==> src/rtl/pkg_enum_unswap_fifo_pkg.sv <==
// Shared token type for the swap/unswap path: the test_t enum, its width and
// the swap/unswap mapping functions.
package pkg;

    typedef enum logic {
        TEST_1 = 1'b0,
        TEST_2 = 1'b1
    } test_t;

    localparam int TEST_W = $bits(test_t);

    function automatic test_t swap(input test_t x);
        case (x)
            TEST_1:  return TEST_2;
            default: return TEST_1;
        endcase
    endfunction

    // Inverse of swap, so unswap(swap(x)) == x for every enumerator.
    function automatic test_t unswap(input test_t x);
        case (x)
            TEST_2:  return TEST_1;
            default: return TEST_2;
        endcase
    endfunction

endpackage

==> src/rtl/pkg_enum_unswap_fifo_if.sv <==
// Stream bundle for pkg_enum_unswap_fifo: swapped tokens in, restored tokens out.
// Handshake: a token moves when valid && ready on the same rising edge; the
// producer holds data/valid stable while valid is high and ready is low.
interface pkg_enum_unswap_fifo_if #(
    parameter int CNT_W = 3
) ();

    logic             flush;
    logic             in_valid;
    logic             in_ready;
    pkg::test_t       in_data;
    logic             out_valid;
    logic             out_ready;
    pkg::test_t       out_data;
    logic [CNT_W-1:0] level;

    modport master (
        output flush, in_valid, in_data, out_ready,
        input  in_ready, out_valid, out_data, level
    );

    modport slave (
        input  flush, in_valid, in_data, out_ready,
        output in_ready, out_valid, out_data, level
    );

endinterface

==> src/rtl/pkg_enum_unswap_fifo_core.sv <==
// DEPTH-entry FIFO of test_t tokens with read/write pointers, occupancy level
// and a synchronous flush that overrides push and pop.
module pkg_enum_fifo_core
    import pkg::*;
#(
    parameter int DEPTH = 4,
    parameter int CNT_W = $clog2(DEPTH + 1)
) (
    input  logic             clk,
    input  logic             rst,
    input  logic             flush,
    input  logic             push,
    input  logic             pop,
    input  test_t            wr_data,
    output test_t            rd_data,
    output logic [CNT_W-1:0] level
);

    localparam int PTR_W = $clog2(DEPTH);

    test_t            mem_q [DEPTH];
    test_t            mem_d [DEPTH];
    logic [PTR_W-1:0] wr_ptr_q, wr_ptr_d;
    logic [PTR_W-1:0] rd_ptr_q, rd_ptr_d;
    logic [CNT_W-1:0] level_q, level_d;

    always_comb begin
        mem_d    = mem_q;
        wr_ptr_d = wr_ptr_q;
        rd_ptr_d = rd_ptr_q;
        level_d  = level_q;
        if (flush) begin
            wr_ptr_d = '0;
            rd_ptr_d = '0;
            level_d  = '0;
        end else begin
            if (push) begin
                mem_d[wr_ptr_q] = wr_data;
                wr_ptr_d        = wr_ptr_q + PTR_W'(1);
            end
            if (pop) begin
                rd_ptr_d = rd_ptr_q + PTR_W'(1);
            end
            case ({push, pop})
                2'b10:   level_d = level_q + CNT_W'(1);
                2'b01:   level_d = level_q - CNT_W'(1);
                default: level_d = level_q;
            endcase
        end
    end

    // Storage is reset too, so the read port shows TEST_1 straight out of reset.
    always_ff @(posedge clk or posedge rst) begin
        if (rst) begin
            for (int i = 0; i < DEPTH; i++) begin
                mem_q[i] <= TEST_1;
            end
            wr_ptr_q <= '0;
            rd_ptr_q <= '0;
            level_q  <= '0;
        end else begin
            mem_q    <= mem_d;
            wr_ptr_q <= wr_ptr_d;
            rd_ptr_q <= rd_ptr_d;
            level_q  <= level_d;
        end
    end

    assign rd_data = mem_q[rd_ptr_q];
    assign level   = level_q;

endmodule

==> src/rtl/pkg_enum_unswap_fifo.sv <==
// Receive-side unswap FIFO: restores pkg::unswap(in_data) on write and buffers it.
// Optional pop statistics (cnt_t1/cnt_t2) enabled by PKG_ENUM_UNSWAP_STATS_EN.
module pkg_enum_unswap_fifo
    import pkg::*;
#(
    parameter int DEPTH = 4,
    parameter int CNT_W = $clog2(DEPTH + 1)
) (
    input  logic                   clk,
    input  logic                   rst,
    pkg_enum_unswap_fifo_if.slave  bus
`ifdef PKG_ENUM_UNSWAP_STATS_EN
    ,
    output logic [15:0]            cnt_t1,
    output logic [15:0]            cnt_t2
`endif
);

    logic             full;
    logic             in_ready;
    logic             out_valid;
    logic             push;
    logic             pop;
    test_t            rd_data;
    logic [CNT_W-1:0] level;

    // Ready depends only on the stored level, never on out_ready.
    assign full      = (level == CNT_W'(DEPTH));
    assign in_ready  = !full && !bus.flush;
    assign out_valid = (level != '0);
    assign push      = bus.in_valid && in_ready;
    assign pop       = out_valid && bus.out_ready && !bus.flush;

    pkg_enum_fifo_core #(
        .DEPTH (DEPTH),
        .CNT_W (CNT_W)
    ) u_core (
        .clk     (clk),
        .rst     (rst),
        .flush   (bus.flush),
        .push    (push),
        .pop     (pop),
        .wr_data (unswap(bus.in_data)),
        .rd_data (rd_data),
        .level   (level)
    );

    assign bus.in_ready  = in_ready;
    assign bus.out_valid = out_valid;
    assign bus.out_data  = rd_data;
    assign bus.level     = level;

`ifdef PKG_ENUM_UNSWAP_STATS_EN
    logic [15:0] cnt_t1_q, cnt_t1_d;
    logic [15:0] cnt_t2_q, cnt_t2_d;

    // Counters survive flush; only rst clears them.
    always_comb begin
        cnt_t1_d = cnt_t1_q;
        cnt_t2_d = cnt_t2_q;
        if (pop) begin
            if (rd_data == TEST_1) begin
                if (cnt_t1_q != 16'hFFFF) cnt_t1_d = cnt_t1_q + 16'd1;
            end else begin
                if (cnt_t2_q != 16'hFFFF) cnt_t2_d = cnt_t2_q + 16'd1;
            end
        end
    end

    always_ff @(posedge clk or posedge rst) begin
        if (rst) begin
            cnt_t1_q <= '0;
            cnt_t2_q <= '0;
        end else begin
            cnt_t1_q <= cnt_t1_d;
            cnt_t2_q <= cnt_t2_d;
        end
    end

    assign cnt_t1 = cnt_t1_q;
    assign cnt_t2 = cnt_t2_q;
`endif

endmodule
==> src/flat_wrapper.sv <==
// flat-port wrapper written by rule: the top's interface ports become plain ports
module pkg_enum_unswap_fifo_flat import pkg::*;
#(
    parameter int DEPTH = 4,
    parameter int CNT_W = $clog2(DEPTH + 1)
)
  (clk, rst, bus_flush, bus_in_valid, bus_in_data, bus_out_ready, bus_in_ready, bus_out_valid, bus_out_data, bus_level);
  pkg_enum_unswap_fifo_if #(.CNT_W(CNT_W)) bus_i ();
  input  logic clk;
  input  logic rst;
  input wire logic [$bits(bus_i.flush)-1:0] bus_flush;
  input wire logic [$bits(bus_i.in_valid)-1:0] bus_in_valid;
  input wire logic [$bits(bus_i.in_data)-1:0] bus_in_data;
  input wire logic [$bits(bus_i.out_ready)-1:0] bus_out_ready;
  output wire logic [$bits(bus_i.in_ready)-1:0] bus_in_ready;
  output wire logic [$bits(bus_i.out_valid)-1:0] bus_out_valid;
  output wire logic [$bits(bus_i.out_data)-1:0] bus_out_data;
  output wire logic [$bits(bus_i.level)-1:0] bus_level;
  assign bus_i.flush = bus_flush;
  assign bus_i.in_valid = bus_in_valid;
  assign bus_i.in_data = bus_in_data;
  assign bus_i.out_ready = bus_out_ready;
  assign bus_in_ready = bus_i.in_ready;
  assign bus_out_valid = bus_i.out_valid;
  assign bus_out_data = bus_i.out_data;
  assign bus_level = bus_i.level;
  pkg_enum_unswap_fifo #(.DEPTH(DEPTH), .CNT_W(CNT_W)) u_core (.clk(clk), .rst(rst), .bus(bus_i));
endmodule
==> config.mk <==
export PLATFORM = sky130hd
export DESIGN_NAME = pkg_enum_unswap_fifo_flat
export DESIGN_NICKNAME = d
export VERILOG_FILES = /design/src/rtl/pkg_enum_unswap_fifo_pkg.sv /design/src/rtl/pkg_enum_unswap_fifo_if.sv /design/src/rtl/pkg_enum_unswap_fifo_core.sv /design/src/rtl/pkg_enum_unswap_fifo.sv /design/src/flat_wrapper.sv
export SDC_FILE = /design/constraint.sdc
export NUM_CORES = 1
export LEC_CHECK = 0
export CAP_MARGIN = 15
export CORE_AREA = 2 2 39 41
export CTS_CLUSTER_SIZE = 14
export DETAILED_ROUTE_END_ITERATION = 10
export DIE_AREA = 0 0 41 43
export GPL_ROUTABILITY_DRIVEN = 0
export HOLD_SLACK_MARGIN = 0.03
export PLACE_DENSITY = 0.76
export SLEW_MARGIN = 20
export SYNTH_ARGS = -nofsm -noshare
export SYNTH_HDL_FRONTEND = slang
export SYNTH_HIERARCHICAL = 1
export SYNTH_SLANG_ARGS = --single-unit
==> constraint.sdc <==
create_clock -name clk -period 4.9 [get_ports clk]
set_input_delay 0.98 -clock clk [delete_from_list [all_inputs] [get_ports clk]]
set_output_delay 0.98 -clock clk [all_outputs]
set_load 0.005 [all_outputs]
Word-level counts from Yosys, hierarchy flattened
Index checks and enable logic that the tools add are counted.
{"block": "word_totals", "regBits": 11, "input_bits": 6, "out_inout_bits": 6, "word_cells": 45}
{"block": "classes", "add_sub_neg": 4, "n_lt_le_gt_ge": 3, "n_eq_ne": 3, "n_mux": 13, "bitwise": 3, "n_reduce_logical": 12}
{"operator": "$mux W2", "n": 4}
{"operator": "$ge A3 B3 Y1 const B", "n": 2}
{"operator": "$not A2 Y3", "n": 2}
{"operator": "$pmux W3 S2", "n": 1}
{"operator": "$reduce_bool A3 Y1", "n": 2}
{"operator": "$logic_and A1 B1 Y1", "n": 5}
{"operator": "$add A2 B1 Y2 const B", "n": 2}
{"operator": "$bwmux W4", "n": 1}
{"operator": "$mux W1", "n": 4}
{"operator": "$reduce_bool A2 Y1", "n": 2}
{"operator": "$add A3 B1 Y3 const B", "n": 1}
{"operator": "$eq A3 B3 Y1 const B", "n": 1}
{"operator": "$lt A3 B1 Y1 const B", "n": 1}
{"operator": "$mux W3", "n": 1}
{"operator": "$sub A3 B1 Y3 const B", "n": 1}
{"operator": "$bmux W1 S2", "n": 1}
{"operator": "$demux W1 S2", "n": 1}
{"operator": "$eq A2 B1 Y1 const B", "n": 1}
{"operator": "$eq A2 B2 Y1 const B", "n": 1}
{"operator": "$logic_not A1 Y1", "n": 2}
{"operator": "$reduce_and A2 Y1", "n": 1}
{"operator": "$not A1 Y1", "n": 1}

Logic depth before layout (Yosys ltp)
Gate-level depths: netlist (run 1).
{"block": "logic_depth", "word_depth": 7, "depth_mapped": 8}

Modules after synthesis
The synthesis (run 1) kept the hierarchy.
{"module": "pkg_enum_fifo_core", "n_inst": 1, "cells_each": 51, "area_each_um2": 616.8, "seq_area_each_um2": 275.3}
{"module": "pkg_enum_unswap_fifo", "n_inst": 1, "cells_each": 7, "area_each_um2": 43.8, "seq_area_each_um2": 0.0}

Worst setup path before layout (run 1)
Ideal clock, no wire load.
{"block": "synth_timing", "kind": "input to register", "from": "in bus_flush", "to": "reg u_core.u_core.level_q[2] (netlist: u_core/u_core/level[2])", "arrival_ns": 2.416, "setup_slack_ns": 2.358, "stages": 8, "path_cell_list": "nand2b_1 a21oi_1 buf_6 and2b_2 fa_1 nor3b_1 o21ai_1 nor3b_2"}
{"block": "synth_via", "elab_chain_cells": 6}
{"element": "start: declaration", "line": "flat_wrapper.sv:11", "rtl": "input wire logic [$bits(bus_i.flush)-1:0] bus_flush;"}
{"element": "$logic_not A1 Y1 (*)", "line": "pkg_enum_unswap_fifo.sv:29", "rtl": "assign in_ready = !full && !bus.flush;"}
{"element": "$logic_and A1 B1 Y1 (*)", "line": "pkg_enum_unswap_fifo.sv:29"}
{"element": "$logic_and A1 B1 Y1 (*)", "line": "pkg_enum_unswap_fifo.sv:31", "rtl": "assign push = bus.in_valid && in_ready;"}
{"element": "net u_core.push", "line": "pkg_enum_unswap_fifo.sv:22", "rtl": "logic push;"}
{"element": "$eq A2 B1 Y1 or $eq A2 B2 Y1 (tied branches)", "line": "pkg_enum_unswap_fifo_core.sv:44", "rtl": "case ({push, pop})"}
{"element": "$pmux W3 S2", "line": "pkg_enum_unswap_fifo_core.sv:44"}
{"element": "$mux W3", "line": "pkg_enum_unswap_fifo_core.sv:32", "rtl": "if (flush) begin"}
{"element": "end signal: assignment", "line": "pkg_enum_unswap_fifo_core.sv:65", "rtl": "level_q <= level_d;"}
{"element": "end: declaration", "line": "pkg_enum_unswap_fifo_core.sv:25", "rtl": "logic [CNT_W-1:0] level_q, level_d;"}
The timed path passes the listed nets; every way through them passes the cells marked *.
A chain may end at the register's enable or synchronous reset.

Worst setup path after layout (run 1)
{"block": "layout_timing", "from": "in bus_flush", "to": "out bus_in_ready"}
{"block": "layout_via", "elab_chain_cells": 2}
{"element": "$logic_not A1 Y1", "line": "pkg_enum_unswap_fifo.sv:29"}
{"element": "$logic_and A1 B1 Y1", "line": "pkg_enum_unswap_fifo.sv:29"}
{"element": "end: declaration", "line": "flat_wrapper.sv:15", "rtl": "output wire logic [$bits(bus_i.in_ready)-1:0] bus_in_ready;"}
Every way passes these cells.

==> flow_results.xml, run 1 <==
<?xml version="1.0" encoding="UTF-8"?>
<metrics>
  <group name="worst_setup_path">
    <metric name="critical_path.n_buffers_inverters" unit="">2</metric>
    <metric name="timing.reg2reg.worst_path_depth" unit="">7</metric>
    <metric name="cp_top_family" unit="">buffers and inverters</metric>
    <metric name="critical_path_arrival" unit="ns">2.36</metric>
    <metric name="timing.critical_path.to_type" unit="">primary output</metric>
    <metric name="path_max_fanout" unit="">11</metric>
    <metric name="rr_startpoint" unit="">u_core/u_core/level[2]$_DFFE_PP0P_</metric>
    <metric name="timing.critical_path.required" unit="ns">3.92</metric>
    <metric name="critical_path_class" unit="">input port to primary output</metric>
    <metric name="critical-path-max-stage-delay" unit="ns">0.64</metric>
    <metric name="crit_chain" unit="">clkdlybuf4s50_1 -&gt; a21oi_1 -&gt; clkdlybuf4s50_1</metric>
    <metric name="startpoint_type" unit="">input port</metric>
    <metric name="worst_path_max_delay_cell" unit="">clkdlybuf4s50_1</metric>
    <metric name="r2r_setup_slack" unit="ns">2.54</metric>
    <metric name="crit-reg2reg-capture" unit="">u_core/u_core/level[2]$_DFFE_PP0P_</metric>
    <metric name="most_frequent_cell_on_the_critical_path" unit="">clkdlybuf4s50_1</metric>
  </group>
  <group name="synthesis">
    <metric name="synth_ff_type" unit="">dfrtp_1</metric>
    <metric name="synth.cell_area" unit="um2">660.6</metric>
    <metric name="synth_cells" unit="">58</metric>
    <metric name="avgSynthCellArea" unit="um2">11.39</metric>
    <metric name="synthArstFlopShare" unit="%">100.0</metric>
    <metric name="ys_seq_area_share" unit="%">41.67</metric>
    <metric name="yosysWarningCount" unit="">6</metric>
    <metric name="synth.net_count" unit="">69</metric>
    <metric name="yosys_register_bits" unit="">11</metric>
    <metric name="synth_edf_count" unit="">0</metric>
    <metric name="synthDistinctLibCells" unit="">24</metric>
  </group>
  <group name="sta">
    <metric name="rsz0062_at_grt" unit="">no</metric>
    <metric name="max_slew_margin" unit="%">69.37</metric>
    <metric name="hold_viol_final" unit="">0</metric>
    <metric name="final-setup-viol-count" unit="">0</metric>
    <metric name="finalCritPeriodShare" unit="%">68.07</metric>
    <metric name="timing.final.crit_period" unit="ns">3.335</metric>
    <metric name="worst_slew_pin_slew" unit="ns">0.4581</metric>
    <metric name="timing.fmax" unit="MHz">299.8</metric>
    <metric name="timing.setup.tns" unit="ns">0</metric>
    <metric name="finClkSkew" unit="ns">0.001676</metric>
    <metric name="slew_viol_final" unit="">0</metric>
  </group>
  <group name="min_path">
    <metric name="hold_path.startpoint" unit="">u_core/u_core/mem_q[3]$_DFFE_PP0P_</metric>
    <metric name="min_to" unit="">u_core/u_core/mem_q[3]$_DFFE_PP0P_</metric>
    <metric name="min_path_cells" unit="">1</metric>
    <metric name="holdCritPathClass" unit="">flip-flop to flip-flop</metric>
  </group>
  <group name="cells_and_area">
    <metric name="syn_to_final_growth" unit="%">21.97</metric>
    <metric name="post_route_cells_drive_above_1_share" unit="%">13.89</metric>
    <metric name="num-fill-cells" unit="">120</metric>
    <metric name="number_of_nets_in_the_layout" unit="">84</metric>
    <metric name="design_area" unit="um2">805.8</metric>
    <metric name="diodes" unit="">0</metric>
  </group>
  <group name="floorplan">
    <metric name="floorplan.die.width" unit="um">41</metric>
    <metric name="row_count" unit="">14</metric>
    <metric name="ioPinCount" unit="">12</metric>
    <metric name="dieArea" unit="um2">1763</metric>
    <metric name="floorplan.initialDensity" unit="%">47.74</metric>
    <metric name="core_area" unit="um2">1384</metric>
    <metric name="die_h" unit="um">43</metric>
  </group>
  <group name="drt">
    <metric name="routed_wl" unit="um">1053</metric>
    <metric name="detail-route-antenna-nets" unit="">0</metric>
    <metric name="routedWlPerCell" unit="um">11.97</metric>
    <metric name="drtIter0Drc" unit="">8</metric>
    <metric name="vias" unit="">443</metric>
    <metric name="drc_errors" unit="">0</metric>
    <metric name="drt_pass1_iterations" unit="">4</metric>
    <metric name="via_density_per_instance" unit="">5.034</metric>
  </group>
  <group name="pwr">
    <metric name="power.net_switching" unit="W">0.00006896</metric>
    <metric name="power.density" unit="nW/um2">311.9</metric>
    <metric name="seqPwrFrac" unit="%">46.1</metric>
    <metric name="total_power" unit="W">0.0002513</metric>
    <metric name="p_leak" unit="nW">0.3701</metric>
    <metric name="sw_frac_of_total" unit="%">27.44</metric>
    <metric name="power.combinational.fraction" unit="%">29.6</metric>
    <metric name="cell_internal_pwr" unit="W">0.0001823</metric>
    <metric name="worst_ir_drop_vdd" unit="mV">0.1334</metric>
    <metric name="clockPowerShare" unit="%">24.4</metric>
  </group>
  <group name="global_route">
    <metric name="initial_antenna_violation_count" unit="">0</metric>
    <metric name="largest_net_degree_at_the_start_of_global_routing" unit="">12</metric>
    <metric name="grt_pass1_vias" unit="">463</metric>
    <metric name="grt_pass1_wl" unit="um">1952</metric>
    <metric name="grt.overflow.total" unit="">0</metric>
    <metric name="grtUsageTotal" unit="%">16.89</metric>
  </group>
  <group name="run_status">
    <metric name="outcome" unit="">finished clean</metric>
  </group>
  <group name="clock_network">
    <metric name="post-cts-setup-buffer-count" unit="">0</metric>
    <metric name="cts-buffers-inserted" unit="">3</metric>
    <metric name="clk_transition_reported_paths" unit="ns">0.07</metric>
    <metric name="clock_latency_late_sink" unit="ns">0.27</metric>
    <metric name="cts-hold-fix-buffers" unit="">0</metric>
    <metric name="cts.htree.levels" unit="">1</metric>
    <metric name="ctsRootBufferMaster" unit="">clkbuf_4</metric>
    <metric name="cts_resized" unit="">0</metric>
    <metric name="clock_net_sink_count" unit="">11</metric>
    <metric name="clk_path_buf_depth" unit="">2</metric>
    <metric name="clock_tree_from_tritoncts" unit="">built</metric>
  </group>
  <group name="placed_design">
    <metric name="detailed_place.area" unit="um2">779.5</metric>
    <metric name="dpl.hpwl" unit="um">813.8</metric>
    <metric name="place.port_buffers" unit="">11</metric>
  </group>
  <group name="flow_run">
    <metric name="max-cap-violations" unit="">0</metric>
  </group>
</metrics>
## flip-flops by register name, summed over array words and instances (netlist names)
register	flops
u_core/u_core/mem_q	4
u_core/u_core/level	3
u_core/u_core/rd_ptr_q	2
u_core/u_core/wr_ptr_q	2
## cells by family after synthesis
logic type,count (synthesis),synth area share [%]
AO/OA/AOI/OAI,3,2.272
XOR/XNOR,5,7.767
adder cells (fa/ha/maj),5,10.61
buffers and inverters,6,5.113
flip-flops,11,41.67
multiplexers,7,13.26
AND/OR/NAND/NOR,21,19.32
## per-layer routing
metal  part of all wire [%]  global-route usage, %  routed length [um]  vias to the layer above
met1                     45                  22.60                 476                      215
met2                     50                  23.44                 529                        6
li1                       -                      -                   -                      218
met4                    2.0                  12.00                  21                        0
met5                      0                      0                   0                        -
met3                    2.4                  3.141                  25                        4
## metrics by stage
step / hold WS, ns / utilization, % / instances / worst slack, ns
after floorplan: 0.4587 / - / 58 / 2.358
after detailed placement: 0.4831 / 56.33 / 84 / 1.470
after CTS: 0.4991 / 58.23 / 88 / 1.566
after global routing: 0.5324 / 58.23 / 88 / 1.471
after global placement: 0.4722 / 56.33 / 84 / 1.515
final: 0.4912 / 58.23 / 88 / 1.565
## cell usage after synthesis (2+ instances only)
| cell type | instances | area (um2) |
|---|---|---|
| inv_1 | 4 | 15.01 |
| a21oi_1 | 2 | 10.01 |
| xnor2_1 | 3 | 26.28 |
| mux2i_1 | 2 | 20.02 |
| nor2_1 | 7 | 26.28 |
| mux2_1 | 4 | 45.04 |
| ha_1 | 4 | 50.05 |
| nand2_1 | 5 | 18.77 |
| dfrtp_1 | 11 | 275.3 |
| and3b_1 | 2 | 17.52 |
## area by class of cell
cell class | count | area (um2) | share of cell area (%)
multi-input cells | 41 | 351.6 | 43.63
inverters | 4 | 15.01 | 1.863
clock buffers | 4 | 26.28 | 3.261
repair buffers | 12 | 117.6 | 14.60
flip-flops and latches | 11 | 275.3 | 34.16
well taps | 16 | 20.02 | 2.484
## layout by cell type (no fill, tap or decap), types with 3 or more instances in the layout
cell and n:
clkbuf_4 3, clkdlybuf4s50_1 11, dfrtp_1 11, ha_1 4, inv_1 4, mux2_1 4
nand2_1 5, nor2_1 7, xnor2_1 3
## how the worst max path moves through the flow
stage	from	to	slack, ns	cells after the start
after floorplan	bus_flush	u_core/u_core/level[2]$_DFFE_PP0P_	2.36	8
after global placement	bus_flush	u_core/u_core/level[2]$_DFFE_PP0P_	1.52	9
after detailed placement	bus_flush	u_core/u_core/level[2]$_DFFE_PP0P_	1.47	9
after CTS	bus_flush	bus_in_ready	1.57	3
after global routing	bus_flush	bus_in_ready	1.47	3
final	bus_flush	bus_in_ready	1.56	3
## power by group through the flow
stage	Sequential [W]	Combinational [W]	Clock (W)
6_report	0.000116	0.0000744	0.0000612
4_1_cts	0.000116	0.0000754	0.0000659
2_1_floorplan	0.000115	0.0000458	0
3_3_place_gp	0.000117	0.0000733	0
3_5_place_dp	0.000118	0.0000752	0
5_1_grt	0.000118	0.0000838	0.0000699
No activity file was read; power rests on OpenSTA's default activity.
==> run 2, diff against run 1 <==
--- a/config.mk
+++ b/config.mk
@@ -6,13 +6,13 @@
 export NUM_CORES = 1
 export LEC_CHECK = 0
 export CAP_MARGIN = 15
-export CORE_AREA = 2 2 39 41
+export CORE_MARGIN = 1.5
+export CORE_UTILIZATION = 49
 export CTS_CLUSTER_SIZE = 14
 export DETAILED_ROUTE_END_ITERATION = 10
-export DIE_AREA = 0 0 41 43
 export GPL_ROUTABILITY_DRIVEN = 0
 export HOLD_SLACK_MARGIN = 0.03
-export PLACE_DENSITY = 0.76
+export PLACE_DENSITY = 0.75
 export SLEW_MARGIN = 20
 export SYNTH_ARGS = -nofsm -noshare
 export SYNTH_HDL_FRONTEND = slang
==> constraint.sdc (replaced) <==
create_clock -name clk -period 3.1 [get_ports clk]
set_input_delay 0.62 -clock clk [delete_from_list [all_inputs] [get_ports clk]]
set_output_delay 0.62 -clock clk [all_outputs]
set_load 0.005 [all_outputs]
==> run 2 against run 1 <==
- register-to-register slack got worse by 1.8 ns
- clock-buffer cell count unchanged
- clock power up 53%
- routed wire length is 5.8% lower
- hold slack worse by 0.0013 ns
- first-iteration DRC count is 38% lower
- core utilization up 5.0 points
- flip-flop and latch count did not move
- worst setup slack lost 0.96 ns
- critical path type is now input port to flip-flop
==> flow_results.xml, run 2 (synthesized netlist as in run 1, its figures left out) <==
<?xml version="1.0" encoding="UTF-8"?>
<metrics>
  <group name="cells_and_area">
    <metric name="layout.area.seq" unit="um2">275.3</metric>
    <metric name="num-fill-cells" unit="">108</metric>
    <metric name="number_of_flip_flops_in_the_largest_register" unit="">4</metric>
    <metric name="number_of_nets_in_the_layout" unit="">85</metric>
    <metric name="post_route_cells_drive_above_1_share" unit="%">15.07</metric>
    <metric name="regMostFlops" unit="">u_core/u_core/mem_q</metric>
    <metric name="syn_to_final_growth" unit="%">22.92</metric>
    <metric name="diodes" unit="">0</metric>
    <metric name="layout.cells.most_common_list" unit="">clkdlybuf4s50_1, dfrtp_1, nor2_1, nand2_1</metric>
    <metric name="multi_input_comb_area" unit="um2">351.6</metric>
  </group>
  <group name="floorplan">
    <metric name="floorplan.die.width" unit="um">39.72</metric>
    <metric name="dieArea" unit="um2">1578</metric>
    <metric name="floorplan.initialDensity" unit="%">51.41</metric>
    <metric name="core_area" unit="um2">1285</metric>
    <metric name="ioPinCount" unit="">12</metric>
    <metric name="die_h" unit="um">39.72</metric>
    <metric name="row_count" unit="">13</metric>
  </group>
  <group name="global_route">
    <metric name="grt_pass1_vias" unit="">391</metric>
    <metric name="largest_net_degree_at_the_start_of_global_routing" unit="">12</metric>
    <metric name="grt_pass1_wl" unit="um">1642</metric>
    <metric name="grt.overflow.total" unit="">0</metric>
    <metric name="grtUsageTotal" unit="%">16.77</metric>
    <metric name="initial_antenna_violation_count" unit="">0</metric>
  </group>
  <group name="drt">
    <metric name="routedWlPerCell" unit="um">11.27</metric>
    <metric name="vias" unit="">440</metric>
    <metric name="drt_pass1_iterations" unit="">4</metric>
    <metric name="routed_wl" unit="um">992</metric>
    <metric name="detail-route-antenna-nets" unit="">0</metric>
    <metric name="drtIter0Drc" unit="">5</metric>
    <metric name="via_density_per_instance" unit="">5.000</metric>
    <metric name="drc_errors" unit="">0</metric>
  </group>
  <group name="pwr">
    <metric name="p_leak" unit="nW">0.3749</metric>
    <metric name="worst_ir_drop_vdd" unit="mV">0.2847</metric>
    <metric name="power.density" unit="nW/um2">486.7</metric>
  </group>
  <group name="sta">
    <metric name="timing.final.ws_setup" unit="ns">0.6022</metric>
    <metric name="hold_viol_final" unit="">0</metric>
    <metric name="max_slew_margin" unit="%">73.60</metric>
    <metric name="rsz0062_at_grt" unit="">no</metric>
    <metric name="final-setup-viol-count" unit="">0</metric>
    <metric name="finalCritPeriodShare" unit="%">80.57</metric>
    <metric name="timing.fmax" unit="MHz">400.4</metric>
    <metric name="finClkSkew" unit="ns">0.004228</metric>
    <metric name="worst_slew_pin_slew" unit="ns">0.3956</metric>
    <metric name="slew_viol_final" unit="">0</metric>
    <metric name="timing.final.crit_period" unit="ns">2.498</metric>
    <metric name="timing.setup.tns" unit="ns">0</metric>
  </group>
  <group name="flow_run">
    <metric name="max-cap-violations" unit="">0</metric>
  </group>
  <group name="worst_setup_path">
    <metric name="path_max_fanout" unit="">7</metric>
    <metric name="timing.critical_path.to_type" unit="">flip-flop</metric>
    <metric name="critical_path_arrival" unit="ns">2.64</metric>
    <metric name="crit_chain" unit="">clkdlybuf4s50_1 -&gt; and3b_1 -&gt; and2b_2 -&gt; fa_1 -&gt; nor3b_1 -&gt; o21ai_1 -&gt; nor3b_2</metric>
    <metric name="critical_path_class" unit="">input port to flip-flop</metric>
    <metric name="cp_top_family" unit="">simple AND/OR/NAND/NOR gates</metric>
    <metric name="worst_path_max_delay_cell" unit="">clkdlybuf4s50_1</metric>
    <metric name="startpoint_type" unit="">input port</metric>
    <metric name="critical_path.n_buffers_inverters" unit="">1</metric>
    <metric name="timing.critical_path.required" unit="ns">3.24</metric>
    <metric name="critical-path-max-stage-delay" unit="ns">0.61</metric>
  </group>
  <group name="min_path">
    <metric name="holdCritPathClass" unit="">flip-flop to flip-flop</metric>
  </group>
  <group name="placed_design">
    <metric name="pre_cts_slack" unit="ns">0.3310</metric>
    <metric name="place.port_buffers" unit="">11</metric>
    <metric name="dpl.hpwl" unit="um">765.5</metric>
  </group>
  <group name="clock_network">
    <metric name="ctsRootBufferMaster" unit="">clkbuf_4</metric>
    <metric name="clock_tree_from_tritoncts" unit="">built</metric>
    <metric name="clock_net_sink_count" unit="">11</metric>
    <metric name="cts.htree.levels" unit="">1</metric>
    <metric name="clk_transition_reported_paths" unit="ns">0.07</metric>
    <metric name="clock_latency_late_sink" unit="ns">0.26</metric>
    <metric name="clk_path_buf_depth" unit="">2</metric>
    <metric name="post-cts-setup-buffer-count" unit="">0</metric>
    <metric name="cts-buffers-inserted" unit="">3</metric>
    <metric name="cts_resized" unit="">0</metric>
    <metric name="cts-hold-fix-buffers" unit="">0</metric>
  </group>
  <group name="run_status">
    <metric name="outcome" unit="">finished clean</metric>
  </group>
</metrics>
==> run 2: changes by cell type in the layout (fill, tap and decap cells not counted) <==
cell   delta
buf_4     +1
==> run 2: area by class of cell <==
cell class | count | area share (%)
timing repair buffer | 13 | 15.41
tap | 15 | 2.311
inverter | 4 | 1.849
clock buffer | 4 | 3.236
sequential | 11 | 33.90
multi-input combinational | 41 | 43.30
==> run 2: metal layers <==
metal	vias to the layer above	share of wire [%]	wire length [um]	track usage, %
met2	9	46	454	25.82
met3	0	4.3	43	8.523
met5	-	0	0	0
met4	0	0	0	2.586
met1	211	50	494	21.15
li1	220	-	-	-
==> run 2: metrics by stage <==
stage	total power [W]	instance area, um2	util [%]	hold WS, ns	cells
detailed placement	0.0003051	785.8	61.15	0.4800	84
finish	0.0003952	812.0	63.19	0.4900	88
global placement	0.0003025	785.8	61.15	0.4736	84
global route	0.0004255	812.0	63.19	0.5113	88
CTS	0.0004009	812.0	63.19	0.4952	88
floorplan	0.0002544	660.6	-	0.4587	58
==> run 2: final timing paths <==
| path | from | end | slack (ns) | cells past startpoint |
|---|---|---|---|---|
| setup reg to reg | u_core/u_core/level[2]$_DFFE_PP0P_ | u_core/u_core/level[2]$_DFFE_PP0P_ | 0.76 | 7 |
| setup / recovery | bus_flush | u_core/u_core/level[2]$_DFFE_PP0P_ | 0.60 | 7 |
| max in group asynchronous | rst | u_core/u_core/mem_q[1]$_DFFE_PP0P_ | 2.19 | 2 |
| hold / removal | u_core/u_core/mem_q[2]$_DFFE_PP0P_ | u_core/u_core/mem_q[2]$_DFFE_PP0P_ | 0.49 | 1 |
| hold reg to reg | u_core/u_core/mem_q[2]$_DFFE_PP0P_ | u_core/u_core/mem_q[2]$_DFFE_PP0P_ | 0.49 | 1 |
| min in group asynchronous | rst | u_core/u_core/mem_q[2]$_DFFE_PP0P_ | 0.63 | 2 |
==> run 2: worst register-to-register path, cell delays in order, from the launching register on <==
cell and delay (ns):
dfrtp_1 0.43, or3_4 0.41, and3b_1 0.27, and2b_2 0.23, fa_1 0.37, nor3b_1 0.27
o21ai_1 0.09, nor3b_2 0.15
==> run 2: report_power, final <==
part / switching, W / internal, W / total, W
Clock: 0.0000439 / 0.0000497 / 0.0000936
Sequential: 0.0000194 / 0.000164 / 0.000183
Combinational: 0.0000427 / 0.0000758 / 0.000119
==> run 3, diff against run 2 <==
--- a/config.mk
+++ b/config.mk
@@ -6,13 +6,14 @@
 export NUM_CORES = 1
 export LEC_CHECK = 0
 export CAP_MARGIN = 15
+export CORE_ASPECT_RATIO = 1.1
 export CORE_MARGIN = 1.5
-export CORE_UTILIZATION = 49
+export CORE_UTILIZATION = 44
 export CTS_CLUSTER_SIZE = 14
 export DETAILED_ROUTE_END_ITERATION = 10
 export GPL_ROUTABILITY_DRIVEN = 0
 export HOLD_SLACK_MARGIN = 0.03
-export PLACE_DENSITY = 0.75
+export PLACE_DENSITY = 0.72
 export SLEW_MARGIN = 20
 export SYNTH_ARGS = -nofsm -noshare
 export SYNTH_HDL_FRONTEND = slang
==> constraint.sdc (replaced) <==
create_clock -name clk -period 2.1 [get_ports clk]
set_input_delay 0.42 -clock clk [delete_from_list [all_inputs] [get_ports clk]]
set_output_delay 0.42 -clock clk [all_outputs]
set_load 0.005 [all_outputs]
==> run 3 against run 2 <==
- cell count increased by 5.7%
- routed wire length increased by 3.6%
- sequential share of layout area shrank 1.9 points
- clock power up 55%
- clock skew grew 0.0025 ns
- worst setup slack got worse by 0.56 ns
- sequential power grew 42%
- cell area grew 6.0%
- via count rose by 3.4%
- non-clock buffer count increased by 4
- die area is 10% higher
- critical endpoint unchanged
- largest cell class unchanged
==> flow_results.xml, run 3 (synthesized netlist as in run 1, its figures left out) <==
<?xml version="1.0" encoding="UTF-8"?>
<metrics>
  <group name="cells_and_area">
    <metric name="post_route_cells_drive_above_1_share" unit="%">25.97</metric>
    <metric name="number_of_nets_in_the_layout" unit="">89</metric>
    <metric name="finish.utilization" unit="%">62.21</metric>
    <metric name="final_common_cell" unit="">dfrtp_1</metric>
    <metric name="syn_to_final_growth" unit="%">30.30</metric>
    <metric name="regMostFlops" unit="">u_core/u_core/mem_q</metric>
    <metric name="layout.cells.most_common_list" unit="">dfrtp_1, clkdlybuf4s50_1, nor2_1, buf_4, nand2_1</metric>
    <metric name="number_of_flip_flops_in_the_largest_register" unit="">4</metric>
    <metric name="diodes" unit="">0</metric>
    <metric name="post_layout_nonfiller_instances" unit="">93</metric>
  </group>
  <group name="floorplan">
    <metric name="die_h" unit="um">43.64</metric>
    <metric name="dieArea" unit="um2">1743</metric>
    <metric name="floorplan.die.width" unit="um">39.95</metric>
    <metric name="floorplan.initialDensity" unit="%">47.74</metric>
    <metric name="ioPinCount" unit="">12</metric>
    <metric name="core_area" unit="um2">1384</metric>
    <metric name="row_count" unit="">14</metric>
  </group>
  <group name="worst_setup_path">
    <metric name="critical_path.n_buffers_inverters" unit="">0</metric>
    <metric name="startpoint_type" unit="">flip-flop</metric>
    <metric name="critical_path_class" unit="">flip-flop to flip-flop</metric>
    <metric name="worst_path_max_delay_cell" unit="">dfrtp_1</metric>
    <metric name="critical-path-max-stage-delay" unit="ns">0.39</metric>
    <metric name="timing.critical_path.to_type" unit="">flip-flop</metric>
    <metric name="crit_chain" unit="">or3_4 -&gt; and3b_2 -&gt; and2b_2 -&gt; fa_2 -&gt; nor3b_2 -&gt; o21ai_1 -&gt; nor3b_2</metric>
    <metric name="cp_top_family" unit="">simple AND/OR/NAND/NOR gates</metric>
    <metric name="most_frequent_cell_on_the_critical_path" unit="">nor3b_2</metric>
    <metric name="timing.critical_path.required" unit="ns">2.25</metric>
    <metric name="critical_path_arrival" unit="ns">2.21</metric>
    <metric name="path_max_fanout" unit="">2</metric>
  </group>
  <group name="clock_network">
    <metric name="clock_latency_late_sink" unit="ns">0.27</metric>
    <metric name="post-cts-setup-buffer-count" unit="">0</metric>
    <metric name="clock_net_sink_count" unit="">11</metric>
    <metric name="cts_resized" unit="">0</metric>
    <metric name="cts.htree.levels" unit="">1</metric>
    <metric name="clk_path_buf_depth" unit="">2</metric>
    <metric name="cts-buffers-inserted" unit="">3</metric>
    <metric name="clock_tree_from_tritoncts" unit="">built</metric>
    <metric name="cts-hold-fix-buffers" unit="">0</metric>
    <metric name="clk_transition_reported_paths" unit="ns">0.08</metric>
    <metric name="ctsRootBufferMaster" unit="">clkbuf_4</metric>
  </group>
  <group name="drt">
    <metric name="drtIter0Drc" unit="">5</metric>
    <metric name="via_density_per_instance" unit="">4.892</metric>
    <metric name="drt_pass1_iterations" unit="">4</metric>
    <metric name="detail-route-antenna-nets" unit="">0</metric>
    <metric name="drc_errors" unit="">0</metric>
    <metric name="vias" unit="">455</metric>
    <metric name="routedWlPerCell" unit="um">11.05</metric>
    <metric name="routed_wl" unit="um">1028</metric>
  </group>
  <group name="pwr">
    <metric name="p_leak" unit="nW">0.4105</metric>
    <metric name="power.density" unit="nW/um2">707.2</metric>
    <metric name="worst_ir_drop_vdd" unit="mV">0.3318</metric>
  </group>
  <group name="sta">
    <metric name="hold_viol_final" unit="">0</metric>
    <metric name="finalCritPeriodShare" unit="%">98.21</metric>
    <metric name="rsz0062_at_grt" unit="">yes</metric>
    <metric name="max_slew_margin" unit="%">73.32</metric>
    <metric name="timing.fmax" unit="MHz">484.9</metric>
    <metric name="final-setup-viol-count" unit="">0</metric>
    <metric name="timing.setup.tns" unit="ns">0</metric>
    <metric name="worst_slew_pin_slew" unit="ns">0.3997</metric>
    <metric name="timing.final.crit_period" unit="ns">2.062</metric>
    <metric name="finClkSkew" unit="ns">0.006744</metric>
    <metric name="slew_viol_final" unit="">0</metric>
  </group>
  <group name="placed_design">
    <metric name="place.detailed.instances" unit="">89</metric>
    <metric name="dpl.hpwl" unit="um">819.8</metric>
    <metric name="place.port_buffers" unit="">11</metric>
  </group>
  <group name="flow_run">
    <metric name="max-cap-violations" unit="">0</metric>
  </group>
  <group name="global_route">
    <metric name="grt.overflow.total" unit="">0</metric>
    <metric name="initial_antenna_violation_count" unit="">0</metric>
    <metric name="grt_pass1_wl" unit="um">1863</metric>
    <metric name="grt_pass1_vias" unit="">441</metric>
    <metric name="grtUsageTotal" unit="%">15.78</metric>
    <metric name="largest_net_degree_at_the_start_of_global_routing" unit="">12</metric>
  </group>
  <group name="run_status">
    <metric name="outcome" unit="">finished clean</metric>
  </group>
  <group name="min_path">
    <metric name="holdCritPathClass" unit="">input port to asynchronous set/reset pin</metric>
  </group>
</metrics>
-- run 3: report_power, final --
part / switching [W] / total (W) / internal (W)
combinational: 0.0000766 / 0.000204 / 0.000127
clock: 0.0000748 / 0.000145 / 0.0000703
sequential: 0.0000186 / 0.000260 / 0.000241
-- run 3: per-layer routing --
metal	wire length, um	track usage (%)	vias to the layer above
met1	506	23.49	221
met3	37	4.615	2
li1	-	-	225
met4	14	6.207	0
met5	0	0	-
met2	469	21.29	7
-- run 3: final timing paths --
check	from	to	slack [ns]	cells past startpoint
worst max-delay path	u_core/u_core/level[2]$_DFFE_PP0P_	u_core/u_core/level[2]$_DFFE_PP0P_	0.04	7
worst min-delay path	rst	u_core/u_core/mem_q[1]$_DFFE_PP0P_	0.43	2
worst max register to register	u_core/u_core/level[2]$_DFFE_PP0P_	u_core/u_core/level[2]$_DFFE_PP0P_	0.04	7
worst min register to register	u_core/u_core/mem_q[3]$_DFFE_PP0P_	u_core/u_core/mem_q[3]$_DFFE_PP0P_	0.49	1
max in group asynchronous	rst	u_core/u_core/level[0]$_DFFE_PP0P_	1.39	2
min in group clk	u_core/u_core/mem_q[3]$_DFFE_PP0P_	u_core/u_core/mem_q[3]$_DFFE_PP0P_	0.49	1
-- run 3: layout make-up --
type                       count  area [um2]
clock buffer                   3       22.52
clock inverter                 1       5.005
fill                         111       523.0
inverter                       4       15.01
multi-input combinational     41       365.4
sequential                    11       275.3
tap                           16       20.02
timing repair buffer          17       157.7
-- run 3: through the flow --
step	hold slack [ns]	total power, W	worst slack [ns]	instance area, um2
5_1_grt	0.4829	0.0006525	-0.03117	860.8
3_3_place_gp	0.4739	0.0004696	-0.1594	830.8
3_5_place_dp	0.4800	0.0004713	-0.1942	830.8
6_report	0.4266	0.0006087	0.03757	860.8
2_1_floorplan	0.2724	0.0003797	-0.04109	674.4
4_1_cts	0.4423	0.0006174	0.0008542	858.3
